[src/rtl/pattern_eval_scheduler.sv]
// Purpose : round-robin scheduler sharing one fixed-latency pattern-evaluation datapath between NREQ requesters.
// Latency : req_ready -> dp_valid 1 cycle; dp_valid -> rsp_valid LAT+1 cycles; one grant every LAT+2 cycles at best.
// Backpres: one transaction in flight; requesters hold req_valid until their 1-cycle req_ready; sched_en=0 only blocks new grants.
//
// Ports
//   blif_clk_net / blif_reset_net : clock (rising edge) / async active-low reset
//   sched_en                       : 1 allows new grants, 0 drains the in-flight transaction only
//   req_valid, req_data, req_ready : per-requester request, vector slice i, one-hot accept pulse
//   dp_in, dp_valid, dp_result     : datapath vector (held ISSUE..DONE), issue strobe, result sampled in DONE
//   rsp_valid, rsp_data            : one-hot response pulse, captured result held until next capture
//   gnt_id, busy                   : current/last grant index, transaction in progress
//
// Build option: define PATTERN_SCHED_PRIO_EN to give requester 0 absolute priority,
// with round-robin among requesters 1..NREQ-1 on their own pointer.

module pattern_eval_scheduler #(
    parameter int NREQ  = 4,
    parameter int IN_W  = 11,
    parameter int OUT_W = 8,
    parameter int LAT   = 2
) (
    input  logic                   blif_clk_net,
    input  logic                   blif_reset_net,
    input  logic                   sched_en,
    input  logic [NREQ-1:0]        req_valid,
    input  logic [NREQ*IN_W-1:0]   req_data,
    output logic [NREQ-1:0]        req_ready,
    output logic [IN_W-1:0]        dp_in,
    output logic                   dp_valid,
    input  logic [OUT_W-1:0]       dp_result,
    output logic [NREQ-1:0]        rsp_valid,
    output logic [OUT_W-1:0]       rsp_data,
    output logic [2:0]             gnt_id,
    output logic                   busy
);

    localparam int IW = (NREQ > 1) ? $clog2(NREQ) : 1;

    typedef enum logic [1:0] {S_IDLE, S_ISSUE, S_WAIT, S_DONE} state_t;

    state_t          state;
    logic [3:0]      cnt;
    logic [2:0]      last_grant;   // round-robin pointer; in priority builds it tracks requesters 1..NREQ-1 only
    logic [IW-1:0]   cand;
    logic            found;
    logic [2:0]      pick;
    logic [NREQ-1:0] grant_oh;
    logic [IN_W-1:0] sel_data;
    logic            do_grant;

    // Search starts one past the last grant so only that requester is skipped.
    always_comb begin
        found = 1'b0;
        pick  = 3'd0;
        cand  = '0;
`ifdef PATTERN_SCHED_PRIO_EN
        if (req_valid[0]) begin
            found = 1'b1;
        end
        for (int k = 1; k < NREQ; k++) begin
            // ring of size NREQ-1 over indices 1..NREQ-1
            cand = IW'(1 + ((int'(last_grant) - 1 + k) % (NREQ - 1)));
            if (!found && req_valid[cand]) begin
                found = 1'b1;
                pick  = 3'(cand);
            end
        end
`else
        for (int k = 1; k <= NREQ; k++) begin
            cand = IW'((int'(last_grant) + k) % NREQ);
            if (!found && req_valid[cand]) begin
                found = 1'b1;
                pick  = 3'(cand);
            end
        end
`endif
    end

    always_comb begin
        grant_oh = '0;
        sel_data = '0;
        for (int i = 0; i < NREQ; i++) begin
            if (found && pick == 3'(i)) begin
                grant_oh[i] = 1'b1;
                sel_data    = req_data[i*IN_W +: IN_W];
            end
        end
    end

    // Gated by reset so req_ready is also low while reset is asserted.
    assign do_grant  = (state == S_IDLE) && sched_en && found && blif_reset_net;
    assign req_ready = do_grant ? grant_oh : '0;

    always_ff @(posedge blif_clk_net or negedge blif_reset_net) begin
        if (!blif_reset_net) begin
            state      <= S_IDLE;
            cnt        <= 4'd0;
            last_grant <= 3'(NREQ - 1);
            dp_in      <= '0;
            dp_valid   <= 1'b0;
            rsp_valid  <= '0;
            rsp_data   <= '0;
            gnt_id     <= 3'd0;
            busy       <= 1'b0;
        end else begin
            dp_valid  <= 1'b0;
            rsp_valid <= '0;
            case (state)
                S_IDLE: begin
                    if (do_grant) begin
                        dp_in    <= sel_data;
                        gnt_id   <= pick;
                        dp_valid <= 1'b1;   // high during ISSUE
                        busy     <= 1'b1;
                        state    <= S_ISSUE;
                    end
                end
                S_ISSUE: begin
                    cnt   <= 4'(LAT - 1);
                    state <= (LAT == 1) ? S_DONE : S_WAIT;
                end
                S_WAIT: begin
                    cnt <= cnt - 4'd1;
                    if (cnt == 4'd1) begin
                        state <= S_DONE;
                    end
                end
                S_DONE: begin
                    rsp_data  <= dp_result;
                    rsp_valid <= NREQ'(1) << gnt_id;
`ifdef PATTERN_SCHED_PRIO_EN
                    if (gnt_id != 3'd0) begin
                        last_grant <= gnt_id;
                    end
`else
                    last_grant <= gnt_id;
`endif
                    busy  <= 1'b0;
                    state <= S_IDLE;
                end
                default: state <= S_IDLE;
            endcase
        end
    end

endmodule

[config.mk]
export PLATFORM = sky130hd
export DESIGN_NAME = pattern_eval_scheduler
export DESIGN_NICKNAME = d
export VERILOG_FILES = /design/src/rtl/pattern_eval_scheduler.sv
export SDC_FILE = /design/constraint.sdc
export NUM_CORES = 1
export LEC_CHECK = 0
export CAP_MARGIN = 15
export CORE_MARGIN = 4
export CORE_UTILIZATION = 42
export CTS_CLUSTER_SIZE = 16
export DETAILED_ROUTE_END_ITERATION = 16
export GPL_TIMING_DRIVEN = 0
export PLACE_DENSITY = 0.8
export REMOVE_ABC_BUFFERS = 1
export SLEW_MARGIN = 20
export SYNTH_ARGS = -nofsm -noshare
export SYNTH_HDL_FRONTEND = slang
export SYNTH_SLANG_ARGS = --single-unit
[constraint.sdc]
create_clock -name blif_clk_net -period 2.4 [get_ports blif_clk_net]
set_clock_uncertainty 0.05 [all_clocks]
set_input_delay 0.48 -clock blif_clk_net [delete_from_list [all_inputs] [get_ports blif_clk_net]]
set_output_delay 0.48 -clock blif_clk_net [all_outputs]
set_load 0.05 [all_outputs]
[Word-level counts from Yosys, hierarchy flattened]
Cells that the tools add are included.
Storage, ports and cells
  register bits: 36
  memories: 0
  ROM bits: 0
  output and inout bits: 32
  input port bits: 59
  RAM bits: 0
  latch bits: 0
Cells by class
  multiplexer cells: 34
  div/mod/pow operators: 0
  shift-type cells: 1
  equality and inequality tests: 9
  reduce and logical (&&, ||, !) cells: 20
  magnitude comparators: 4
  bitwise operators: 0
  multiply operators: 0
  add/subtract/negate cells: 5
Operators with widths (number)
  $mux W11: 4
  $mux W1: 15
  $lt A2 B3 Y1 const B: 4
  $logic_and A1 B1 Y1: 10
  $bmux W1 S2: 4
  $mux W2: 4
  $mux W4: 2
  $pmux W2 S4: 1
  $pmux W4 S2: 1
  $eq A3 B2 Y1 const B: 2
  $mux W3: 2
  $reduce_and A2 Y1: 3
  $add A2 B1 Y2 const B: 2
  $add A2 B2 Y2 const B: 2
  $eq A2 B2 Y1 const B: 2
  $eq A4 B1 Y1 const B: 1
  $ne A2 B2 Y1 const B: 2
  $reduce_bool A2 Y1: 2
  $shl A1 B3 Y4 const A: 1
  $sub A4 B1 Y4 const B: 1
  $eq A3 B1 Y1 const B: 1
  $logic_not A1 Y1: 3
  $logic_not A3 Y1: 1
  $eq A2 B1 Y1 const B: 1
  other kinds (2): 2

[Depth between registers and ports, before layout]
Gate-level depths: netlist of the first run.
  depth after elaboration: 19
  gate-level depth with buffers: 8
  mapped depth without buffers: 7

[Worst setup path before layout of the first run]
No wires, ideal clock.
  kind: reg2out
  from: register last_grant[1]
  to: output port req_ready[0]
  buffers on the path: 2
  data arrival time: 2309 ps
  cell stages (with the launch flop): 7
  path slack: -439 ps
  cells stage by stage: dfstp_2 > clkbuf_2 > buf_2 > nand2_1 > o21a_1 > nand2_1 > nor3b_1
On the way
  longest elaborated chain between the ends: 17
Ends and longest elaborated chain
  from (decl): RTL line 43  | logic [2:0] last_grant;
  from (signal assigned): RTL line 98  | last_grant <= 3'(NREQ - 1);
  from (signal assigned): RTL line 136  | last_grant <= gnt_id;
  $add A2 B1 Y2: RTL line 70  | cand = IW'((int'(last_grant) + k) % NREQ);
  $bmux W1 S2: RTL line 71  | if (!found && req_valid[cand]) begin
  $mux W1 (not written as such): RTL line 71
  $mux W1: RTL line 71
  $logic_not A1 Y1: RTL line 71
  $logic_and A1 B1 Y1: RTL line 71
  $mux W1: RTL line 71
  $logic_not A1 Y1: RTL line 71
  $logic_and A1 B1 Y1: RTL line 71
  $mux W1: RTL line 71
  $logic_not A1 Y1: RTL line 71
  $logic_and A1 B1 Y1: RTL line 71
  $mux W3: RTL line 71
  $logic_not A3 Y1: RTL line 83  | if (found && pick == 3'(i)) begin
  $logic_and A1 B1 Y1: RTL line 83
  $mux W1: RTL line 83
  $mux W4 (*): RTL line 92  | assign req_ready = do_grant ? grant_oh : '0;
  to (decl): RTL line 27  | output logic [NREQ-1:0] req_ready,
Mark *: on every way between the ends. The rest lies on a longest branch, timed or not. The select of a mux whose other input is x is not followed.

[Final worst setup path of the first run]
  from: register last_grant[1]
  to: output port req_ready[1]
On the way
  longest elaborated chain between the ends: 17
Ends and longest elaborated chain (RTL line)
  $add A2 B1 Y2: 70
  $bmux W1 S2: 71
  $mux W1 (not written as such): 71
  $mux W1: 71
  $logic_not A1 Y1: 71
  $logic_and A1 B1 Y1: 71
  $mux W1: 71
  $logic_not A1 Y1: 71
  $logic_and A1 B1 Y1: 71
  $mux W1: 71
  $logic_not A1 Y1: 71
  $logic_and A1 B1 Y1: 71
  $mux W3: 71
  $eq A3 B1 Y1: 83
  $logic_and A1 B1 Y1: 83
  $mux W1: 83
  $mux W4 (*): 92
Marked as above.

==> results.py, run 1 <==
metrics = {
    "logic_synthesis": {
        "ys_warn_count": 0,
        "syn_avg_cell_area_sq_um": 10.3,
        "synth_sequential_area_ratio_pct": 41.9,
        "synth_seq_cells": 35,
        "netlist_top_cells_area": "dfrtp_1 39%, a211oi_2 6.6%, mux2_2 5.4%",
        "synthDominantAreaCellType": "dfrtp_1",
        "netlist-cell-type-count": 44,
        "synth_area_sq_um": 2100,
        "post_synth_inst_count": 203,
        "synthFlopType": "dfrtp_1",
        "postSynth.asyncResetShare_pct": 100,
        "number_of_flops_mapped_to_enable_cells_by_yosys": 0,
        "area_share_of_the_leading_cell_type_in_the_synthesized_netlist_pct": 39.4,
    },
    "cts": {
        "clock_latency_of_the_later_clocked_register_in_the_worst_skew_pair_ps": 290,
        "htree_levels": 2,
        "numClockSinks": 35,
        "root_buffer": "clkbuf_8",
        "cts-hold-fix-buffers": 0,
        "cts_max_path_buffers": 2,
        "tritoncts": "done",
        "cts_made_buffers": 5,
        "worst_setup_hold_path_clk_slew_ps": 70,
    },
    "cells_and_area": {
        "finalNonFillerCells": 362,
        "sequential_cell_area_sq_um": 878,
        "fin_nets": 359,
        "multi_input_comb_area_sq_um": 1140,
        "nFillCells": 374,
        "antenna-diode-count": 0,
        "layout-drive-gt1-share_pct": 25.4,
        "areaGrowthSynthToFinish_pct": 54.3,
    },
    "grt": {
        "grt.met1_usage_pct": 25.6,
        "grt_max_degree": 21,
        "grtUsageTotal_pct": 20.4,
        "grt_first_pass_wirelength_um": 9920,
        "antenna_violations_before_repair": 0,
        "grt.busiest_layer": "met2",
        "globalRouteMet3Util_pct": 3.90,
        "groute.layer.met2.usage_pct": 34.2,
        "first_global_vias": 2048,
        "leftover_overflow_at_the_end_of_global_routing": 0,
    },
    "floorplan": {
        "coreArea_sq_um": 4790,
        "floorplan.rows": 25,
        "start_util_pct": 43.8,
        "design.die.area_sq_um": 6190,
        "top_level_ports": 91,
        "die_w_um": 78.7,
        "height_of_the_chip_um": 78.7,
    },
    "detailed_routing": {
        "num_vias": 2056,
        "postRouteWirelength_um": 6470,
        "drtAntennaViolNets": 0,
        "drtPass1Iterations": 6,
        "drt_drc_violations_left": 0,
        "route.detailed.vias_per_inst": 5.68,
        "drt_iter0_markers": 167,
        "routed_wire_length_per_instance_um": 17.9,
    },
    "timing": {
        "final_hold_slack_ps": 95.6,
        "timing.max_slew.rel_slack_pct": 57.8,
        "drv_slew": 0,
        "tightestPinTransition_ps": 633,
        "setup_viol": 0,
        "final-hold-violation-count": 0,
        "unrepaired_setup_endpoints_after_global_routing": "yes",
        "fmax_mhz": 417,
        "timing.final.crit_period_ps": 2400,
        "period_share_pct": 100,
        "worst_slack_ps": 0.770,
        "tns_ps": 0,
    },
    "setup_path": {
        "cp_max_fo": 11,
        "worstPathArrival_ps": 1870,
        "timing_worst_setup_path_type": "flop to output port",
        "worst_setup_path_start_kind": "flop",
        "required_time_of_the_critical_path_ps": 1870,
        "end_kind": "output port",
    },
    "placement": {
        "detailed_place_hpwl_um": 4190,
        "port-buffer-count": 89,
        "routability_congestion_estimate": 0.735,
        "placed_cells": 340,
        "dp_slack_ps": -1910,
    },
    "outcome": {
        "status": "completed",
    },
    "pwr": {
        "ir_worst_vdd_mv": 0.792,
        "static-leakage-power_nw": 1.30,
        "power_per_cell_area_nw_per_um2": 1230,
        "fin_total_pwr_mw": 3.98,
    },
    "run": {
        "max_cap_viol_count": 0,
    },
    "min_path": {
        "path_category_of_the_worst_min_delay_check": "primary input to asynchronous set/reset pin",
    },
}
## path summary, 6_finish.rpt
path	startpoint	end	slack (ps)	depth (start not counted)
min	blif_reset_net	rsp_data[7]$_DFFE_PN0P_	100	1
max	last_grant[1]$_DFFE_PN1P_	req_ready[1]	0.8	5
max in group asynchronous	blif_reset_net	last_grant[1]$_DFFE_PN1P_	1660	2
max reg2reg	last_grant[1]$_DFFE_PN1P_	dp_in[5]$_DFFE_PN0P_	270	7
min reg2reg	cnt[3]$_DFFE_PN0P_	cnt[3]$_DFFE_PN0P_	440	1
min in group blif_clk_net	cnt[3]$_DFFE_PN0P_	cnt[3]$_DFFE_PN0P_	440	1
## layout make-up
type                    instances  area share (%)
repair buffers                105            31.1
well taps                      67            2.59
clock buffers                   7            2.67
inverters                       9            1.16
clock inverters                 1           0.155
multi-input cells             138            35.2
flip-flops and latches         35            27.1
## synthesized netlist by cell type, types with 2 or more instances
cell type and n:
nor4_1 11, o221ai_1 2, a21oi_1 2, a211oi_2 11, inv_1 9, o21ai_0 8
buf_2 9, nor2_1 6, buf_6 2, and3_1 3, nor2b_1 4, a32oi_1 11
mux2i_1 2, ha_1 6, o22ai_1 11, nand2b_1 3, o21a_1 4, dfrtp_1 33
mux2_2 10, nand2_1 9, nor3_1 2, nor3b_1 3, buf_8 2, dfstp_2 2
clkbuf_1 6, a22oi_1 11, nand3_1 4
## cell usage in the layout, fill, tap and decap left out, types with 2 or more instances in the layout
| master | n |
|---|---|
| o21a_2 | 2 |
| nand2b_1 | 3 |
| o221ai_2 | 2 |
| o21a_1 | 2 |
| mux2i_1 | 2 |
| a32oi_1 | 11 |
| ha_1 | 5 |
| nor4_1 | 11 |
| clkbuf_8 | 6 |
| o21ai_0 | 7 |
| dfstp_2 | 2 |
| buf_2 | 2 |
| inv_1 | 7 |
| buf_4 | 17 |
| nor2_1 | 6 |
| dfrtp_1 | 33 |
| mux2_2 | 10 |
| nand3_1 | 4 |
| nor3b_2 | 2 |
| and3_1 | 2 |
| o22ai_1 | 11 |
| a21oi_1 | 2 |
| a211oi_2 | 11 |
| nor2b_1 | 3 |
| nand2_1 | 9 |
| a22oi_1 | 11 |
| clkdlybuf4s50_1 | 80 |
| clkbuf_2 | 2 |
## layer usage
metal | part of all wire, % | vias to the layer above
met2 | 50 | 82
met3 | 6.8 | 13
met5 | 0 | -
met1 | 41 | 1007
li1 | - | 954
met4 | 1.8 | 0
## per-stage QoR
step | instance area (sq um) | utilization [%]
4_1_cts | 3180 | 66.5
5_1_grt | 3240 | 67.7
6_report | 3240 | 67.7
3_5_place_dp | 2990 | 62.4
2_1_floorplan | 1960 | -
3_3_place_gp | 2930 | 61.3
## cell families after synthesis
family	after synthesis	synth area share, %
compound gates	66	25.5
simple gates	51	13.8
flops	35	41.9
buf+inv	31	8.29
mux	13	6.86
fa+ha+maj	6	3.58
other cells	1	0.179
## flip-flops by register name (all words and copies together), names as in the netlist
signal and flops:
dp_in 11, dp_valid 1, last_grant 2, busy 1, state 2, cnt 4
rsp_valid 4, gnt_id 2, rsp_data 8
## critical path, stage by stage (launching register included)
cell and delay (ps):
dfstp_2 640, nand2_1 150, o21a_1 170, o221ai_2 240, and3_1 220, buf_6 160
## power by group
| part | internal, mW | leakage [nW] | total [mW] | switching, mW |
|---|---|---|---|---|
| clock network | 0.231 | 0.0482 | 0.438 | 0.206 |
| registers | 0.860 | 0.444 | 1.08 | 0.216 |
| logic | 0.990 | 0.805 | 2.47 | 1.48 |
## repair_timing
| item | in CTS | in global routing |
|---|---|---|
| pin swaps | 5 | 0 |
| buffers inserted | 10 | 3 |
| hold endpoints to repair | 0 | 0 |
| resized for setup | 43 | 14 |
| setup endpoints to repair | 21 | 4 |
| cloned | 1 | 0 |
No activity file was read; power rests on OpenSTA's default activity.
==> inputs of run 2 (changes only) <==
- PLACE_DENSITY: 0.8 -> 0.92
==> run 2 against run 1 <==
  * Final area up 1.9%
  * Maximum frequency up 1.3%
  * Via count up 2.5%
  * Global-route usage up 1.1 points
  * Clock power up 31%
  * Critical path depth up 1
  * Count of clock-buffer cells in the layout down 1
  * Sequential power about the same
  * Worst hold slack worse by 24 ps
  * Total power up 5.8%
  * Register-to-register slack worse by 160 ps
  * Largest power group unchanged
==> results.py, run 2 (synthesized netlist as in run 1, its figures left out) <==
metrics = {
    "timing": {
        "timing.final.crit_period_ps": 2370,
        "tightestPinTransition_ps": 1010,
        "final-hold-violation-count": 0,
        "setup_viol": 0,
        "period_share_pct": 98.7,
        "fmax_mhz": 422,
        "timing.max_slew.rel_slack_pct": 32.9,
        "final_hold_slack_ps": 72.1,
        "unrepaired_setup_endpoints_after_global_routing": "yes",
        "worst_slack_ps": 31.4,
        "drv_slew": 0,
    },
    "placement": {
        "detailed_place_hpwl_um": 4350,
        "port-buffer-count": 89,
        "routability_congestion_estimate": 0.804,
        "placed_cells": 340,
        "dp_slack_ps": -1870,
    },
    "floorplan": {
        "design.die.area_sq_um": 6190,
        "start_util_pct": 43.8,
        "top_level_ports": 91,
        "coreArea_sq_um": 4790,
        "die_w_um": 78.7,
        "height_of_the_chip_um": 78.7,
        "floorplan.rows": 25,
    },
    "detailed_routing": {
        "drt_iter0_markers": 126,
        "drtAntennaViolNets": 0,
        "num_vias": 2108,
        "drtPass1Iterations": 4,
        "postRouteWirelength_um": 6800,
        "routed_wire_length_per_instance_um": 18.5,
        "route.detailed.vias_per_inst": 5.74,
        "drt_drc_violations_left": 0,
    },
    "setup_path": {
        "worst_r2r_path_depth": 5,
        "worst_setup_ep": "req_ready[3]",
        "crit_start": "last_grant[1]$_DFFE_PN1P_",
        "largest_incremental_delay_on_the_critical_path_ps": 580,
        "cp_max_fo": 6,
        "worst-path-buf-inv": 4,
        "worstPathArrival_ps": 1840,
        "end_kind": "output port",
        "worst_setup_path_start_kind": "flop",
        "timing.reg2reg.setup_slack_ps": 110,
        "critical-path-top-cell-by-count": "buf_4",
        "critical_path.cell_chain": "buf_2 -> buf_4 -> nor3b_1 -> o31ai_2 -> inv_1 -> buf_4",
        "worst_path_dominant_cell_family": "flip-flops",
        "crit_cells": 6,
        "ff_to_ff_end": "dp_in[0]$_DFFE_PN0P_",
        "critical_path.reg2reg.startpoint": "last_grant[1]$_DFFE_PN1P_",
        "timing_worst_setup_path_type": "flop to output port",
        "required_time_of_the_critical_path_ps": 1870,
        "worst_path_max_delay_cell": "dfstp_2",
    },
    "cts": {
        "cts-hold-fix-buffers": 0,
        "tritoncts": "done",
        "cts_max_path_buffers": 2,
        "clock_latency_of_the_later_clocked_register_in_the_worst_skew_pair_ps": 290,
        "worst_setup_hold_path_clk_slew_ps": 80,
        "htree_levels": 2,
        "root_buffer": "clkbuf_8",
        "cts_made_buffers": 5,
        "numClockSinks": 35,
    },
    "grt": {
        "grtUsageTotal_pct": 21.5,
        "first_global_vias": 2138,
        "grt_first_pass_wirelength_um": 10400,
        "grt_max_degree": 21,
        "antenna_violations_before_repair": 0,
        "leftover_overflow_at_the_end_of_global_routing": 0,
    },
    "cells_and_area": {
        "final_util_pct": 69.0,
        "layout-drive-gt1-share_pct": 25.7,
        "largest_registers": "dp_in x11, rsp_data x8",
        "areaGrowthSynthToFinish_pct": 57.3,
        "layout.cells.most_common": "clkdlybuf4s50_1",
        "largest_register_ffs": 11,
        "top_register_by_number_of_flip_flops": "dp_in",
        "finalNonFillerCells": 367,
        "antenna-diode-count": 0,
        "layout_common_cells": "80 x clkdlybuf4s50_1, 33 x dfrtp_1, 23 x buf_4",
        "fin_nets": 364,
        "nFillCells": 323,
    },
    "min_path": {
        "path_category_of_the_worst_min_delay_check": "primary input to asynchronous set/reset pin",
    },
    "pwr": {
        "fin_total_pwr_mw": 4.21,
        "static-leakage-power_nw": 1.34,
        "power_per_cell_area_nw_per_um2": 1280,
        "ir_worst_vdd_mv": 0.809,
    },
    "run": {
        "max_cap_viol_count": 0,
    },
    "outcome": {
        "status": "completed",
    },
}
==> run 2: cell count changes in the layout (fill, tap and decap cells not counted), sizes merged <==
cell	previous run	this run
bufinv	0	1
clkdlybuf4s15	1	0
clkbuf	10	7
buf	21	29
clkinv	1	0
inv	8	9
==> run 2: per-layer routing <==
layer | track usage (%) | part of all wire (%) | vias up
met2 | 36.1 | 51 | 89
met1 | 25.5 | 39 | 1026
met4 | 10.8 | 3.3 | 0
met5 | 0 | 0 | -
met3 | 5.39 | 5.9 | 24
li1 | - | - | 969
==> run 2: where the power goes <==
part           switching [mW]  total (mW)  internal (mW)
clock                   0.231       0.573          0.342
sequential              0.207        1.07          0.859
combinational            1.54        2.58           1.03
total                    1.98        4.21           2.23
==> run 2: through the flow <==
step / setup TNS (ps) / instance area, sq um
floorplan: -886 / 1960
global placement: -31730 / 2930
detailed placement: -19600 / 2980
CTS: 0 / 3230
global route: -162 / 3300
finish: 0 / 3300
==> run 2: final cells by class <==
cell class                      instances  area, sq um  area share [%]
Timing Repair Buffer                  110         1040            31.4
Multi-Input combinational cell        138         1140            34.6
Clock buffer                            6         82.6            2.50
Inverter                                9         37.5            1.14
Sequential cell                        35          878            26.6
Clock inverter                          2         38.8            1.18
Tap cell                               67         83.8            2.54
==> run 2: how the worst min path moves through the flow <==
stage / startpoint / end / slack [ps] / cells past startpoint
2_1_floorplan: blif_reset_net / busy$_DFFE_PN0P_ / 130 / 0
3_3_place_gp: cnt[3]$_DFFE_PN0P_ / cnt[3]$_DFFE_PN0P_ / 430 / 1
3_5_place_dp: blif_reset_net / rsp_valid[3]$_DFF_PN0_ / 400 / 1
4_1_cts: blif_reset_net / rsp_valid[3]$_DFF_PN0_ / 80 / 1
5_1_grt: blif_reset_net / rsp_valid[3]$_DFF_PN0_ / 90 / 1
6_report: blif_reset_net / rsp_valid[3]$_DFF_PN0_ / 70 / 1
==> run 2: repair_timing <==
item                       in CTS  in global routing
setup endpoints to repair      21                 15
resized for setup              43                 24
buffers inserted               11                  7
pin swaps                       5                  3
cloned                          1                  0
==> inputs of run 3 (changes only) <==
- CTS_CLUSTER_SIZE: 16 -> unset
==> results of run 3 <==
The final DEF is identical to that of run 2; final timing and power are the same.
